==> config.mk <==
export PLATFORM = sky130hd
export DESIGN_NAME = sb_param_cfg
export DESIGN_NICKNAME = d
export VERILOG_FILES = /design/src/rtl/sb_cfg_pkg.sv /design/src/rtl/sb_cfg_chain.sv /design/src/rtl/sb_param_cfg.sv
export SDC_FILE = /design/constraint.sdc
export NUM_CORES = 1
export LEC_CHECK = 0
export CAP_MARGIN = 10
export CORE_MARGIN = 2
export CORE_UTILIZATION = 52
export DETAILED_ROUTE_END_ITERATION = 10
export PLACE_DENSITY = 0.84
export SLEW_MARGIN = 25
export SYNTH_ARGS = -nofsm -noshare
export SYNTH_HDL_FRONTEND = slang
export SYNTH_SLANG_ARGS = --single-unit
==> constraint.sdc <==
create_clock -name prog_clk -period 4.8 [get_ports prog_clk]
set_input_delay 0.72 -clock prog_clk [delete_from_list [all_inputs] [get_ports prog_clk]]
set_output_delay 0.72 -clock prog_clk [all_outputs]
set_load 0.05 [all_outputs]
==> src/rtl/sb_cfg_pkg.sv <==
// Shared switch-block config types: mux-code enum, chain-length helper, mux select helper.
// Chain length grows by one parity bit when SB_CFG_PARITY_EN is defined.
// Pure declarations; no timing or flow control.
package sb_cfg_pkg;

    typedef enum logic [1:0] {
        MUX_TRACK = 2'b00,
        MUX_PIN   = 2'b01,
        MUX_ZERO  = 2'b10
    } mux_code_e;

    function automatic int cfg_chain_len(input int num_pins);
`ifdef SB_CFG_PARITY_EN
        return 4 * num_pins + 1;
`else
        return 4 * num_pins;
`endif
    endfunction

    // Code 2'b11 is unused and deliberately routes the default track.
    function automatic logic mux_sel(input mux_code_e code, input logic track, input logic pin);
        case (code)
            MUX_PIN:  return pin;
            MUX_ZERO: return 1'b0;
            default:  return track;
        endcase
    endfunction

endpackage

==> src/rtl/sb_cfg_chain.sv <==
// Double-buffered config chain: serial staging shifter, bit counter, commit gate, active register.
// Shift and commit take effect on the prog_clk edge; active feeds routing with no added latency.
// No backpressure: shifting beyond a full frame saturates the count and spills bits through ccff_tail.
module sb_cfg_chain
    import sb_cfg_pkg::*;
#(
    parameter int DATA_W    = 16,
    parameter int CHAIN_LEN = 16
) (
    input  logic              prog_clk,
    input  logic              prog_reset_n,
    input  logic              ccff_head,
    input  logic              ccff_en,
    input  logic              ccff_commit,
    output logic [DATA_W-1:0] active,
    output logic              ccff_tail,
    output logic              cfg_ready,
    output logic              cfg_err
);

    localparam int CNT_W = $clog2(CHAIN_LEN + 1);
    localparam logic [CNT_W-1:0] FULL = CNT_W'(CHAIN_LEN);

    logic [CHAIN_LEN-1:0] staging_q, staging_d;
    logic [CNT_W-1:0]     count_q, count_d;
    logic [DATA_W-1:0]    active_q, active_d;
    logic                 err_q, err_d;
    logic                 full, parity_ok, accept;

    always_comb begin
        full = (count_q == FULL);
`ifdef SB_CFG_PARITY_EN
        parity_ok = ~(^staging_q);
`else
        parity_ok = 1'b1;
`endif
        // Commit is judged on the pre-shift staging/count even when a shift lands this cycle.
        accept    = ccff_commit & full & parity_ok;
        staging_d = staging_q;
        count_d   = count_q;
        active_d  = active_q;
        err_d     = err_q;
        if (ccff_en) begin
            staging_d = {staging_q[CHAIN_LEN-2:0], ccff_head};
            count_d   = full ? count_q : count_q + CNT_W'(1);
        end
        if (accept) begin
            active_d = staging_q[CHAIN_LEN-1 -: DATA_W];
            count_d  = ccff_en ? CNT_W'(1) : '0;
        end else if (ccff_commit) begin
            err_d = 1'b1;
        end
    end

    always_ff @(posedge prog_clk) begin
        if (!prog_reset_n) begin
            staging_q <= '0;
            count_q   <= '0;
            active_q  <= '0;
            err_q     <= 1'b0;
        end else begin
            staging_q <= staging_d;
            count_q   <= count_d;
            active_q  <= active_d;
            err_q     <= err_d;
        end
    end

    assign active    = active_q;
    assign ccff_tail = staging_q[CHAIN_LEN-1];
    assign cfg_ready = full;
    assign cfg_err   = err_q;

endmodule

==> src/rtl/sb_param_cfg.sv <==
// Switch block between right X- and bottom Y-channels; low NUM_PINS tracks per side are config muxes (SB_CFG_PARITY_EN adds frame parity).
// Routing is combinational, zero latency; new routing appears on the edge that accepts a commit.
// No backpressure: config streams in one bit per enabled cycle; bad commits set sticky cfg_err.
module sb_param_cfg
    import sb_cfg_pkg::*;
#(
    parameter int CHAN_WIDTH = 9,
    parameter int NUM_PINS   = 4
) (
    input  logic                  prog_clk,
    input  logic                  prog_reset_n,
    input  logic [CHAN_WIDTH-1:0] chanx_right_in,
    input  logic [CHAN_WIDTH-1:0] chany_bottom_in,
    input  logic [NUM_PINS-1:0]   grid_pin_in,
    input  logic                  ccff_head,
    input  logic                  ccff_en,
    input  logic                  ccff_commit,
    output logic [CHAN_WIDTH-1:0] chanx_right_out,
    output logic [CHAN_WIDTH-1:0] chany_bottom_out,
    output logic                  ccff_tail,
    output logic                  cfg_ready,
    output logic                  cfg_err
);

    localparam int CFG_BITS  = 4 * NUM_PINS;
    localparam int CHAIN_LEN = cfg_chain_len(NUM_PINS);

    logic [CFG_BITS-1:0]   active;
    logic [CHAN_WIDTH-1:0] right_dflt, bottom_dflt;

    sb_cfg_chain #(
        .DATA_W    (CFG_BITS),
        .CHAIN_LEN (CHAIN_LEN)
    ) u_chain (
        .prog_clk     (prog_clk),
        .prog_reset_n (prog_reset_n),
        .ccff_head    (ccff_head),
        .ccff_en      (ccff_en),
        .ccff_commit  (ccff_commit),
        .active       (active),
        .ccff_tail    (ccff_tail),
        .cfg_ready    (cfg_ready),
        .cfg_err      (cfg_err)
    );

    always_comb begin
        // Tracks cross reversed, except the top track which goes straight across.
        for (int j = 0; j < CHAN_WIDTH - 1; j++) begin
            bottom_dflt[j] = chanx_right_in[CHAN_WIDTH-2-j];
            right_dflt[j]  = chany_bottom_in[CHAN_WIDTH-2-j];
        end
        bottom_dflt[CHAN_WIDTH-1] = chanx_right_in[CHAN_WIDTH-1];
        right_dflt[CHAN_WIDTH-1]  = chany_bottom_in[CHAN_WIDTH-1];

        chanx_right_out  = right_dflt;
        chany_bottom_out = bottom_dflt;
        for (int i = 0; i < NUM_PINS; i++) begin
            chanx_right_out[i]  = mux_sel(mux_code_e'(active[2*i +: 2]),
                                          right_dflt[i], grid_pin_in[i]);
            chany_bottom_out[i] = mux_sel(mux_code_e'(active[2*(NUM_PINS+i) +: 2]),
                                          bottom_dflt[i], grid_pin_in[i]);
        end
    end

endmodule

# Word level (Yosys, flattened, before mapping)
# Index checks and enable logic that the tools add are counted.
dict set report word_totals {
  reg_bits 38
  input_bits 27
}
dict set report op_classes {
  addsub 1
  eq_ne 18
  n_mux 12
  bitwise 2
  n_reduce_logical 3
}
# operator count
set op_table {}
lappend op_table {{== test 2 x 1 -> 1 bit (second input constant)} 8}
lappend op_table {{== test 2 bit (second input constant)} 8}
lappend op_table {{one-hot mux 1 bit (2 select lines)} 8}
lappend op_table {{two-way mux 5 bit} 3}
lappend op_table {{adder 5 x 1 -> 5 bit (second input constant)} 1}
lappend op_table {{== test 5 bit (second input constant)} 1}
lappend op_table {{AND reduction 2 bit} 2}
lappend op_table {{inequality test 2 x 1 -> 1 bit (second input constant)} 1}
lappend op_table {{nonzero test 2 bit} 1}
lappend op_table {{AND 1 bit} 1}
lappend op_table {{two-way mux 1 bit} 1}
lappend op_table {{inverter 1 bit} 1}

# Depth between registers and ports, before layout
dict set report depth {
  word_depth 4
  depth_mapped 8
  depth_no_buf 5
}

# Cells and area by module
# Synthesis repeated with hierarchy kept, for this count alone.
dict set report unflattened {
  hier_cells 209
  area_unflattened_um2 1914.3
}
# module n_inst cells_each area_each_um2 seq_area_each_um2
set by_module_without_submodules {}
lappend by_module_without_submodules {sb_cfg_chain 1 159 1609.0 760.7}
lappend by_module_without_submodules {sb_param_cfg 1 50 305.3 0.0}

# Worst setup path before layout
# No wires, ideal clock.
dict set report synth_timing {
  path_type {input port to output port}
  start {input grid_pin_in[0]}
  end {output chanx_right_out[0]}
  arrival_time_ns 1.843
  setup_slack_ns 2.237
  cell_stages 2
  cell_sequence {nand2_1 o21ai_0}
}
dict set report synth_via {
  elab_chain_cells 1
}
# element line_no
set synth_lines {}
lappend synth_lines {{from (decl)} sb_param_cfg.sv:14} ;# input logic [NUM_PINS-1:0] grid_pin_in,
lappend synth_lines {{one-hot mux 1 bit (2 select lines)} sb_cfg_pkg.sv:22} ;# case (code)
lappend synth_lines {{to (decl)} sb_param_cfg.sv:18} ;# output logic [CHAN_WIDTH-1:0] chanx_right_out,
# Every way passes these cells.

# Worst setup path after layout
dict set report layout_timing {
  start {input grid_pin_in[1]}
  end {output chany_bottom_out[1]}
}
dict set report layout_via {
  elab_chain_cells 1
}
# element line_no
set layout_lines {}
lappend layout_lines {{one-hot mux 1 bit (2 select lines)} sb_cfg_pkg.sv:22}
lappend layout_lines {{to (decl)} sb_param_cfg.sv:19} ;# output logic [CHAN_WIDTH-1:0] chany_bottom_out,
# Every way passes these cells.

==> results.txt <==
The pin count of the biggest net entering global routing is 57. The initial core utilization is 0.5530. The post-cts resize count is 0. The die height came out at roughly 64 um. After clock tree synthesis, the setup repair step added 0 buffers. The number of failing hold endpoints at the final stage is 0. The power density over the cells is approximately 260 nW/um2.

The number of vias per cell came out at just under 5. The floorplan step set the die width to between 60 and 70 um. The number of failing setup endpoints in the final timing report is 0.

The die area is roughly 4100 um2. The Yosys step of the flow raised 0 warnings. The final layout net count is about 260.

The placed cell count is 260. In the layout the commonest cells are sky130_fd_sc_hd__nand2_1 (50), sky130_fd_sc_hd__dfxtp_1 (38), sky130_fd_sc_hd__mux2i_1 (32). The largest total area in the synthesized netlist belongs to sky130_fd_sc_hd__dfxtp_1. During I/O placement, the number of pins put on the boundary was between 40 and 50. In this run the worst hold path is classified as flip-flop to flip-flop. The wire length of the first global-routing pass came out at 5230 um.

The worst setup slack after placement is about 1.8 ns. The maximum clock insertion buffer count came out at 2. The total global routing track utilization is 0.1593.

The number of pins with negative max-slew slack in the final report came out at 0. Of the total synthesized cell area, the portion taken by AND, OR, NAND and NOR gates is 0.1963. For this run, the register share of the synthesized area comes to 0.4059. The net count after synthesis is 243.

The number of detailed-route iterations in the first pass came out at 4. The critical path class is primary input to output port. The overall routed net length is between 2000 and 3000 um.

The number of buffers inserted by port buffering is 27. The actual slew at the worst max-slew pin came out at 0.5738 ns. The HPWL after detailed placement is between 1500 and 2000 um. The smallest setup slack after layout is ~1.8 ns. The post-synth design cell area came out at approximately 1900 um2.

The clock-pin slew reported for the worst setup and hold paths after clock tree synthesis is roughly 0.11 ns. The synthesized instance count is between 200 and 250. The reg2reg setup slack is ~3.2 ns. The fraction of the mapped netlist area in compound gates is 0.04606.

The data required time at the worst endpoint is 4.08 ns. The placed instance area is between 2000 and 2500 um2. Routability-driven placement finished with a final weighted congestion of 0.7240.

The final instance area came out at 2121 um2. STA classifies the critical path startpoint as a primary input. Across the VDD grid, the largest voltage drop is roughly 180 uV. The max-slew headroom at the worst pin came out at 0.6175. The flow ran to the end, and the final reports show no timing, DRC or antenna violations. In the final layout, the share of cells above drive strength 1 is 0.05405. The maximum achievable frequency came out at 336.4 MHz. In the finished design, the share of the clock period the worst path needs comes to 0.6193. For this block, the initial DRC count from the detailed router was 35. The library cell used most frequently in the layout, excluding fill and tap cells, is sky130_fd_sc_hd__nand2_1. Clock latency on the worst-skew pair, taken at its later pin, is 0.34 ns. The final core utilization is 0.6257.

The routed length per placed instance is around 11 um. The count of vias placed by the detailed router is 1314. Of the total synthesized cell area, the portion taken by XOR and XNOR cells is 0.009346. The detail route stage leaves a number of antenna-violating nets equal to 0. The number of violations of the max-capacitance limit came out at 0. The repair_antennas step left the layout with diodes totalling 0.

The count of H-tree levels built during CTS is 2. Setup repair after global routing left no endpoint under its margin. The region available for standard cell placement spans between 3000 and 4000 um2.

TritonCTS built the clock tree. The post-synthesis share of cell area spent on full adders, half adders and majority gates came out at 0.06676. The leakage power figure came out at approximately 0.78 nW. The kind of end point of the critical path is an output port. In the post-synthesis netlist, the biggest area contributors are sky130_fd_sc_hd__dfxtp_1 (41%), sky130_fd_sc_hd__mux2i_1 (17%), sky130_fd_sc_hd__nand2_1 (10%).

The worst clock skew is 0.006590 ns. The register bit count reported by yosys came out at 38. The share of synthesized area in the top cell type comes to 0.4059.

Compared with the post-synthesis result, the final layout area differs by 13.15%. The count of unresolved DRC violations after routing is 0. The root buffer cell chosen for the clock tree is sky130_fd_sc_hd__clkbuf_4. After synthesis, the largest family of logic cells by area is simple AND/OR/NAND/NOR gates. The number of global-route vias before repair came out at approximately 1200. Summed over all layers, the global routing overflow is 0. The average instance in the mapped netlist occupies a little over 9 um2. The finished layout holds 268 standard cells, fillers aside.

The number of buffers inserted by hold repair at cts is 0. In this run, CTS created clock tree buffers numbering 5. The maximum fanout count along the critical path came out at 2.

The number of antenna violations at the first check in global routing was 0. The worst endpoint data arrival time is between 2 and 2.5 ns. Adding up every negative setup slack in the final design gives 0 ns. The clock period minus worst slack came out at slightly below 3 ns. The number of placement rows came out at 21. The mux cell area share after synthesis came out at 0.1709.

The CTS sink count is 38. Counting distinct cell types in the post-synthesis netlist gives 27.
-- cell families (layout without fill, tap and decap cells) --
kind of cell	after synthesis	count (layout)
multiplexers	32	32
flip-flops	38	38
adder cells (fa/ha/maj)	10	10
AND/OR/NAND/NOR	78	78
AO/OA/AOI/OAI	14	14
XOR/XNOR	2	2
buffers and inverters	32	48
-- layer usage --
metal  track usage  share of wire
met1        0.1980           0.51
met2        0.2552           0.43
met3       0.04754          0.049
met4       0.06793          0.019
met5             0              0
-- stage by stage --
stage                     power [W]  hold slack [ns]
after CTS                 0.0005621           0.4727
after detailed placement  0.0003896           0.4533
after floorplan           0.0003876           0.4347
after global placement    0.0003902           0.4438
final                     0.0005563           0.4656
after global routing      0.0005833           0.4919
-- synth_stat cells --
cell type and number:
sky130_fd_sc_hd__a21oi_1 2, sky130_fd_sc_hd__inv_1 11, sky130_fd_sc_hd__and2_1 1, sky130_fd_sc_hd__nor3b_1 1, sky130_fd_sc_hd__buf_12 2, sky130_fd_sc_hd__xnor2_1 1
sky130_fd_sc_hd__nor2_1 1, sky130_fd_sc_hd__a21boi_1 1, sky130_fd_sc_hd__o21a_1 1, sky130_fd_sc_hd__nand4_1 2, sky130_fd_sc_hd__buf_4 11, sky130_fd_sc_hd__xor2_1 1
sky130_fd_sc_hd__nand2_1 50, sky130_fd_sc_hd__a41o_1 1, sky130_fd_sc_hd__and2_4 1, sky130_fd_sc_hd__nor2b_1 16, sky130_fd_sc_hd__buf_2 2, sky130_fd_sc_hd__o2111a_1 1
sky130_fd_sc_hd__nand3b_1 2, sky130_fd_sc_hd__or3_1 1, sky130_fd_sc_hd__dfxtp_1 38, sky130_fd_sc_hd__ha_1 10, sky130_fd_sc_hd__nand3_1 2, sky130_fd_sc_hd__o21ai_0 8
sky130_fd_sc_hd__mux2i_1 32, sky130_fd_sc_hd__nor4bb_1 1, sky130_fd_sc_hd__clkbuf_1 6
-- flip-flops by register name (all words and copies together), names as in the netlist --
| register | count |
|---|---|
| u_chain.cfg_err | 1 |
| u_chain.active | 16 |
| u_chain.staging_q | 16 |
| u_chain.count_q | 5 |
-- final cells by class --
cell class	count	area [um2]
sequential	38	760.7
multi-input combinational	136	917.1
fill	284	1269
clock inverter	2	12.51
inverter	11	41.29
clock buffer	6	51.30
timing repair buffer	29	280.3
tap	46	57.56
-- report_power, final --
group	internal (W)	switching, W	leakage [nW]
combinational	0.0000281	0.0000329	0.434
sequential	0.000318	0.00000280	0.307
clock	0.0000704	0.000104	0.0343
-- final timing paths --
path                                    from                         endpoint  cells after the start
max reg2reg  u_chain.count_q[0]$_SDFFE_PN0P_  u_chain.active[14]$_SDFFE_PN0P_                      6
min           u_chain.active[9]$_SDFFE_PN0P_   u_chain.active[9]$_SDFFE_PN0P_                      2
min reg2reg   u_chain.active[9]$_SDFFE_PN0P_   u_chain.active[9]$_SDFFE_PN0P_                      2
max                           grid_pin_in[1]              chany_bottom_out[1]                      4
-- worst max-delay path: stages --
cell and delay (ns):
sky130_fd_sc_hd__clkdlybuf4s50_1 0.50, sky130_fd_sc_hd__nand2_1 0.06, sky130_fd_sc_hd__o21ai_0 0.15, sky130_fd_sc_hd__clkdlybuf4s50_1 0.82
Note: power is estimated with default switching activity, not from simulation.
==> RTL edit 1 (same settings) <==
Build with the macro `SB_CFG_PARITY_EN` defined.
--- a/src/rtl/sb_cfg_pkg.sv
+++ b/src/rtl/sb_cfg_pkg.sv
@@ -1,6 +1,8 @@
 // Shared switch-block config types: mux-code enum, chain-length helper, mux select helper.
 // Chain length grows by one parity bit when SB_CFG_PARITY_EN is defined.
 // Pure declarations; no timing or flow control.
+`define SB_CFG_PARITY_EN
+
 package sb_cfg_pkg;
 
     typedef enum logic [1:0] {
Behaviour: same outputs for any inputs over 10 cycles, from zero or initial values and one cycle with prog_reset_n low; that may be too few to reach the edited logic, so the function may still have changed.
==> RTL edit 1 against the original RTL <==
Setup slack worse by 0.099 ns; total power is 16% higher; synthesized area grew 4.3%; wire length is 24% higher; sequential power up 2%; clock skew decreased by 0.00064 ns; global-route usage is 2.7 points higher; highest routed layer unchanged; hold slack lost 0.0050 ns; critical path type is now reg2out; design area grew 7.0%; via count increased by 19%; register-to-register slack worse by 0.76 ns; combinational power rose by 18%; largest cell class unchanged; sequential cell count grew 1; final cell count grew 7.5%.
==> RTL edit 1: results (changes against the original RTL) <==
synth:
  synthTopCellsByCount: "dfxtp_1 (39), o21ai_0 (26), nand2_1 (19), a21oi_1 (18), nor2_1 (18)"  # was nand2_1 (50), dfxtp_1 (38), mux2i_1 (32), nor2b_1 (16)
  ys_seq_area_share_pct: 39.9  # was 40.6%
  synth.mux.area_fraction_pct: 8.71  # was 17.1%
  synth_fa_ha_area_share_pct: 6.40  # was 6.68%
  yosys.cell_types.count: 28  # was 27
  synth_compound_area_share_pct: 12.0  # was 4.61%
  synth_ff_type: "dfxtp_1"  # unchanged
  synth_warnings: 0  # unchanged
  synth_nets: 262  # was 243
  yosys-top-cells-area: "dfxtp_1 (40%), mux2i_1 (8.7%), xnor2_1 (6.7%)"  # was dfxtp_1 (41%), mux2i_1 (17%), nand2_1 (10%)
  synth_xor_area_share_pct: 9.99  # was 0.935%
  synth-async-reset-ratio_pct: 0  # unchanged
  avgSynthCellArea_um2: 8.69  # was 9.10 um^2
grt:
  grt_usage_pct: 18.7  # was 15.9%
  grt_max_degree: 36  # was 57
  grt_pass1_wl_mm: 6.19  # was 5.23 mm
  grt_pass1_vias: 1401  # was 1,225
  antenna_found_initial: 0  # unchanged
power:
  p_leak_nw: 0.864  # was 0.776 nW
  ir_worst_vdd_v: 0.000205  # was 0.000178 V
setup_path:
  slowest_stage: "clkdlybuf4s50_1"  # unchanged
  arrival_ns: 2.35  # was 2.25 ns
  path_max_fanout: 5  # was 2
  crit_family: "buffers and inverters"  # unchanged
  cpPeakStageDelay_ns: 0.93  # was 0.82 ns
cells_and_area:
  largest_reg_flops: 17
  layout.cells.non_filler: 288  # was 268
  finalNetCount: 276  # was 258
  num_antenna_cells: 0  # unchanged
  final_layout_size_suffix_gt1_share_pct: 5.00  # was 5.41%
  max_flop_register: "u_chain.staging_q"
placement:
  port_buffers: 27  # unchanged
  dpl.hpwl_mm: 2.50  # was 1.97 mm
  place_congestion: 0.739  # was 0.724
  placement.setup.worst_slack_ns: 1.85  # was 1.83 ns
  place_area_mm2: 0.00217  # was 0.00206 mm^2
clock_tree:
  cts_resized: 0  # unchanged
  clock_latency_ns: 0.30  # was 0.34 ns
  cts_root_buf: "clkbuf_8"  # was clkbuf_4
  clkTransAtPathRegs_ns: 0.07  # was 0.11 ns
  cts_htree_levels: 2  # unchanged
  cts.path.max_buffers: 2  # unchanged
  numCtsBuffers: 5  # unchanged
  cts_setup_buffers: 0  # unchanged
sta:
  timing.slew.headroom_pct: 40.3  # was 61.7%
  skew_ns: 0.00595  # was 0.00659 ns
routing:
  drt_iter0_markers: 72  # was 35
  routed_wirelength_mm: 3.62  # was 2.92 mm
  first_pass_iters: 4  # unchanged
  vias: 1562  # was 1,314
hold_path:
  hp-class: "reg2reg"  # unchanged
outcome:
  status: "finished clean"  # unchanged
RTL edit 1: worst reg2reg max path, cell delays in order (launching register included):
cell	delay, ns
dfxtp_1	0.40
xor2_1	0.16
xnor3_1	0.44
xnor2_2	0.25
xor2_2	0.62
nand2_1	0.22
and3_1	0.22
RTL edit 1: final cells by class:
cell class                      instances  area [um^2]
Multi-Input combinational cell        155         1020
Clock buffer                            7         96.3
Timing Repair Buffer                   27          265
Clock inverter                          1         7.51
Inverter                               11         41.3
Fill cell                             323         1360
Sequential cell                        39          781
Tap cell                               48         60.1
RTL edit 1: final timing paths:
check	start	endpoint	slack (ns)	depth (start not counted)
max	u_chain.count_q[0]$_SDFFE_PN0P_	cfg_ready	1.73	3
min reg2reg	u_chain.cfg_err$_SDFFE_PN0P_	u_chain.cfg_err$_SDFFE_PN0P_	0.46	2
max reg2reg	u_chain.staging_q[8]$_SDFFE_PN0P_	u_chain.count_q[1]$_SDFFE_PN0P_	2.39	6
min	u_chain.cfg_err$_SDFFE_PN0P_	u_chain.cfg_err$_SDFFE_PN0P_	0.46	2
RTL edit 1: routing by layer:
metal | vias to the layer above | part of all wire (%) | global-route usage (%) | wire, um
li1 | 780 | - | - | -
met1 | 732 | 46 | 23.5 | 1680
met4 | 0 | 1.5 | 6.51 | 55
met3 | 6 | 5.9 | 5.31 | 215
met5 | - | 0 | 0 | 0
met2 | 44 | 46 | 30.6 | 1680
RTL edit 1: report_power, final:
group,leakage [nW],switching [mW],internal (mW)
registers,0.315,0.00299,0.326
clock network,0.0505,0.114,0.131
logic,0.499,0.0427,0.0290
==> RTL edit 2 (config.mk and constraints unchanged) <==
Without the edit above. Register the output `cfg_err`; this adds one clock of latency there. The other outputs are not delayed to match. Comments in the files are not updated.
--- a/src/rtl/sb_param_cfg.sv
+++ b/src/rtl/sb_param_cfg.sv
@@ -25,6 +25,8 @@
     localparam int CFG_BITS  = 4 * NUM_PINS;
     localparam int CHAIN_LEN = cfg_chain_len(NUM_PINS);
 
+    logic cfg_err_d;
+
     logic [CFG_BITS-1:0]   active;
     logic [CHAN_WIDTH-1:0] right_dflt, bottom_dflt;
 
@@ -40,7 +42,7 @@
         .active       (active),
         .ccff_tail    (ccff_tail),
         .cfg_ready    (cfg_ready),
-        .cfg_err      (cfg_err)
+        .cfg_err      (cfg_err_d)
     );
 
     always_comb begin
@@ -62,5 +64,9 @@
         end
     end
 
+    always_ff @(posedge prog_clk) begin
+        cfg_err <= cfg_err_d;
+    end
+
 endmodule
 
Function: changed (Yosys sat finds a counterexample within 4 cycles, from zero or initial values and one cycle with prog_reset_n low).
==> RTL edit 2 against the original RTL <==
Design area increased by 2.0%; sequential cell count rose by 1; clock power grew 31%; synthesized area is 1.1% higher; total power grew 11%; wire length is 0.79% higher; register-to-register slack worse by 0.03 ns; core utilization grew 0.76 points; count of clock-buffer cells in the layout unchanged; setup slack improved by 0.019 ns.
==> RTL edit 2: results (changes against the original RTL) <==
hold_path:
  hp-class: "reg2reg"  # unchanged
  hold_depth: 0  # was 2
  min_to: "cfg_err$_DFF_P_"  # was u_chain.active[9]$_SDFFE_PN0P_
  min_from: "u_chain.cfg_err$_SDFFE_PN0P_"  # was u_chain.active[9]$_SDFFE_PN0P_
routing:
  wl_per_cell_um: 10.9  # about the same
  drt_iter0_markers: 53  # was 35
  vias: 1284  # was 1,314
  first_pass_iters: 4  # unchanged
sta:
  skew_ns: 0.00847  # was 0.00659 ns
  final-hold-violation-count: 0  # unchanged
  whs_ns: 0.369  # was 0.466 ns
  worst_pin_slew_ns: 0.575  # was 0.574 ns
placement:
  placement.setup.worst_slack_ns: 1.83  # about the same
  port_buffers: 27  # unchanged
  place_area_mm2: 0.00208  # was 0.00206 mm^2
  dpl.hpwl_mm: 1.95  # was 1.97 mm
  place_congestion: 0.704  # was 0.724
  dpl.cell_count: 261  # was 260
cells_and_area:
  final_layout_size_suffix_gt1_share_pct: 5.38  # was 5.41%
  num_antenna_cells: 0  # unchanged
  layout.cells.non_filler: 269  # was 268
synth:
  synth_nets: 244  # was 243
  yosys-top-cells-area: "dfxtp_1 (41%), mux2i_1 (17%), nand2_1 (9.9%)"  # was dfxtp_1 (41%), mux2i_1 (17%), nand2_1 (10%)
  netlist_instances: 207  # was 206
  ys_seq_area_share_pct: 41.2  # was 40.6%
  yosys.cell_types.count: 27  # unchanged
  synth_warnings: 0  # unchanged
  synth-async-reset-ratio_pct: 0  # unchanged
  synthTopCellsByCount: "nand2_1 (50), dfxtp_1 (39), mux2i_1 (32), nor2b_1 (16)"  # was nand2_1 (50), dfxtp_1 (38), mux2i_1 (32), nor2b_1 (16)
clock_tree:
  cts_resized: 0  # unchanged
  cts_root_buf: "clkbuf_4"  # unchanged
  cts_setup_buffers: 0  # unchanged
  clock_latency_ns: 0.35
  cts_htree_levels: 2  # unchanged
  numCtsBuffers: 5  # unchanged
  clkTransAtPathRegs_ns: 0.11  # about the same
  cts.path.max_buffers: 2  # unchanged
power:
  p_leak_nw: 0.798  # was 0.776 nW
  p_per_area_mw_per_mm2: 286  # was 262 mW/mm^2
  pg_seq_mw: 0.330  # was 0.321 mW
  swShare_pct: 22.8  # was 25.1%
  ir_worst_vdd_v: 0.000227  # was 0.000178 V
  p_comb_mw: 0.0615  # was 0.0610 mW
grt:
  grt_pass1_vias: 1136  # was 1,225
  grt_max_degree: 57  # unchanged
  grt_usage_pct: 15.2  # was 15.9%
  grt_pass1_wl_mm: 4.94  # was 5.23 mm
  antenna_found_initial: 0  # unchanged
setup_path:
  r2r_cells: 6  # unchanged
  path_max_fanout: 2  # unchanged
  arrival_ns: 2.23  # was 2.25 ns
  cpPeakStageDelay_ns: 0.82  # about the same
  slowest_stage: "clkdlybuf4s50_1"  # unchanged
  rr_startpoint: "u_chain.count_q[0]$_SDFFE_PN0P_"  # unchanged
  r2r-end: "u_chain.active[5]$_SDFFE_PN0P_"  # was u_chain.active[14]$_SDFFE_PN0P_
  reg2reg_slack_ns: 3.12  # was 3.15 ns
outcome:
  status: "finished clean"  # unchanged
[RTL edit 2: cell count changes in the layout (fill, tap and decap cells not counted), sizes merged]
cell      change
clkinvlp      -1
bufinv        +1
dfxtp         +1
[RTL edit 2: metal layers]
layer | wire length [um] | GRT usage [%] | part of all wire, % | up-vias
li1 | - | - | - | 694
met1 | 1500 | 20.5 | 51 | 553
met2 | 1220 | 22.1 | 41 | 29
met3 | 160 | 4.58 | 5.4 | 8
met4 | 65 | 7.45 | 2.2 | 0
met5 | 0 | 0 | 0 | -
[RTL edit 2: area by class of cell]
type,count,area [um^2]
fillers,288,1250
multi-input cells,136,917
flip-flops and latches,39,781
repair buffers,29,280
well taps,46,57.6
clock buffers,6,51.3
inverters,11,41.3
clock inverters,2,35.0
[RTL edit 2: logic make-up after synthesis]
logic type | after synthesis | synth area share (%)
AND/OR/NAND/NOR | 78 | 19.4
flip-flops | 39 | 41.2
buffers and inverters | 32 | 10.4
multiplexers | 32 | 16.9
AO/OA/AOI/OAI | 14 | 4.56
adder cells (fa/ha/maj) | 10 | 6.61
XOR/XNOR | 2 | 0.925
[RTL edit 2: how the worst max path moves through the flow]
stage,startpoint,to,slack [ns],cells after the start
floorplan,grid_pin_in[0],chanx_right_out[0],2.24,2
global placement,grid_pin_in[0],chanx_right_out[0],1.85,4
detailed placement,grid_pin_in[0],chanx_right_out[0],1.83,4
CTS,grid_pin_in[0],chanx_right_out[0],1.83,4
global route,grid_pin_in[0],chanx_right_out[0],1.72,4
finish,grid_pin_in[0],chany_bottom_out[0],1.85,4
[RTL edit 2: worst max-delay path: cells and delay by family]
kind	cells	cell delay, ns
AOI/OAI and AO/OA	1	0.15
buffers and inverters	2	1.31
and+or+nand+nor	1	0.05
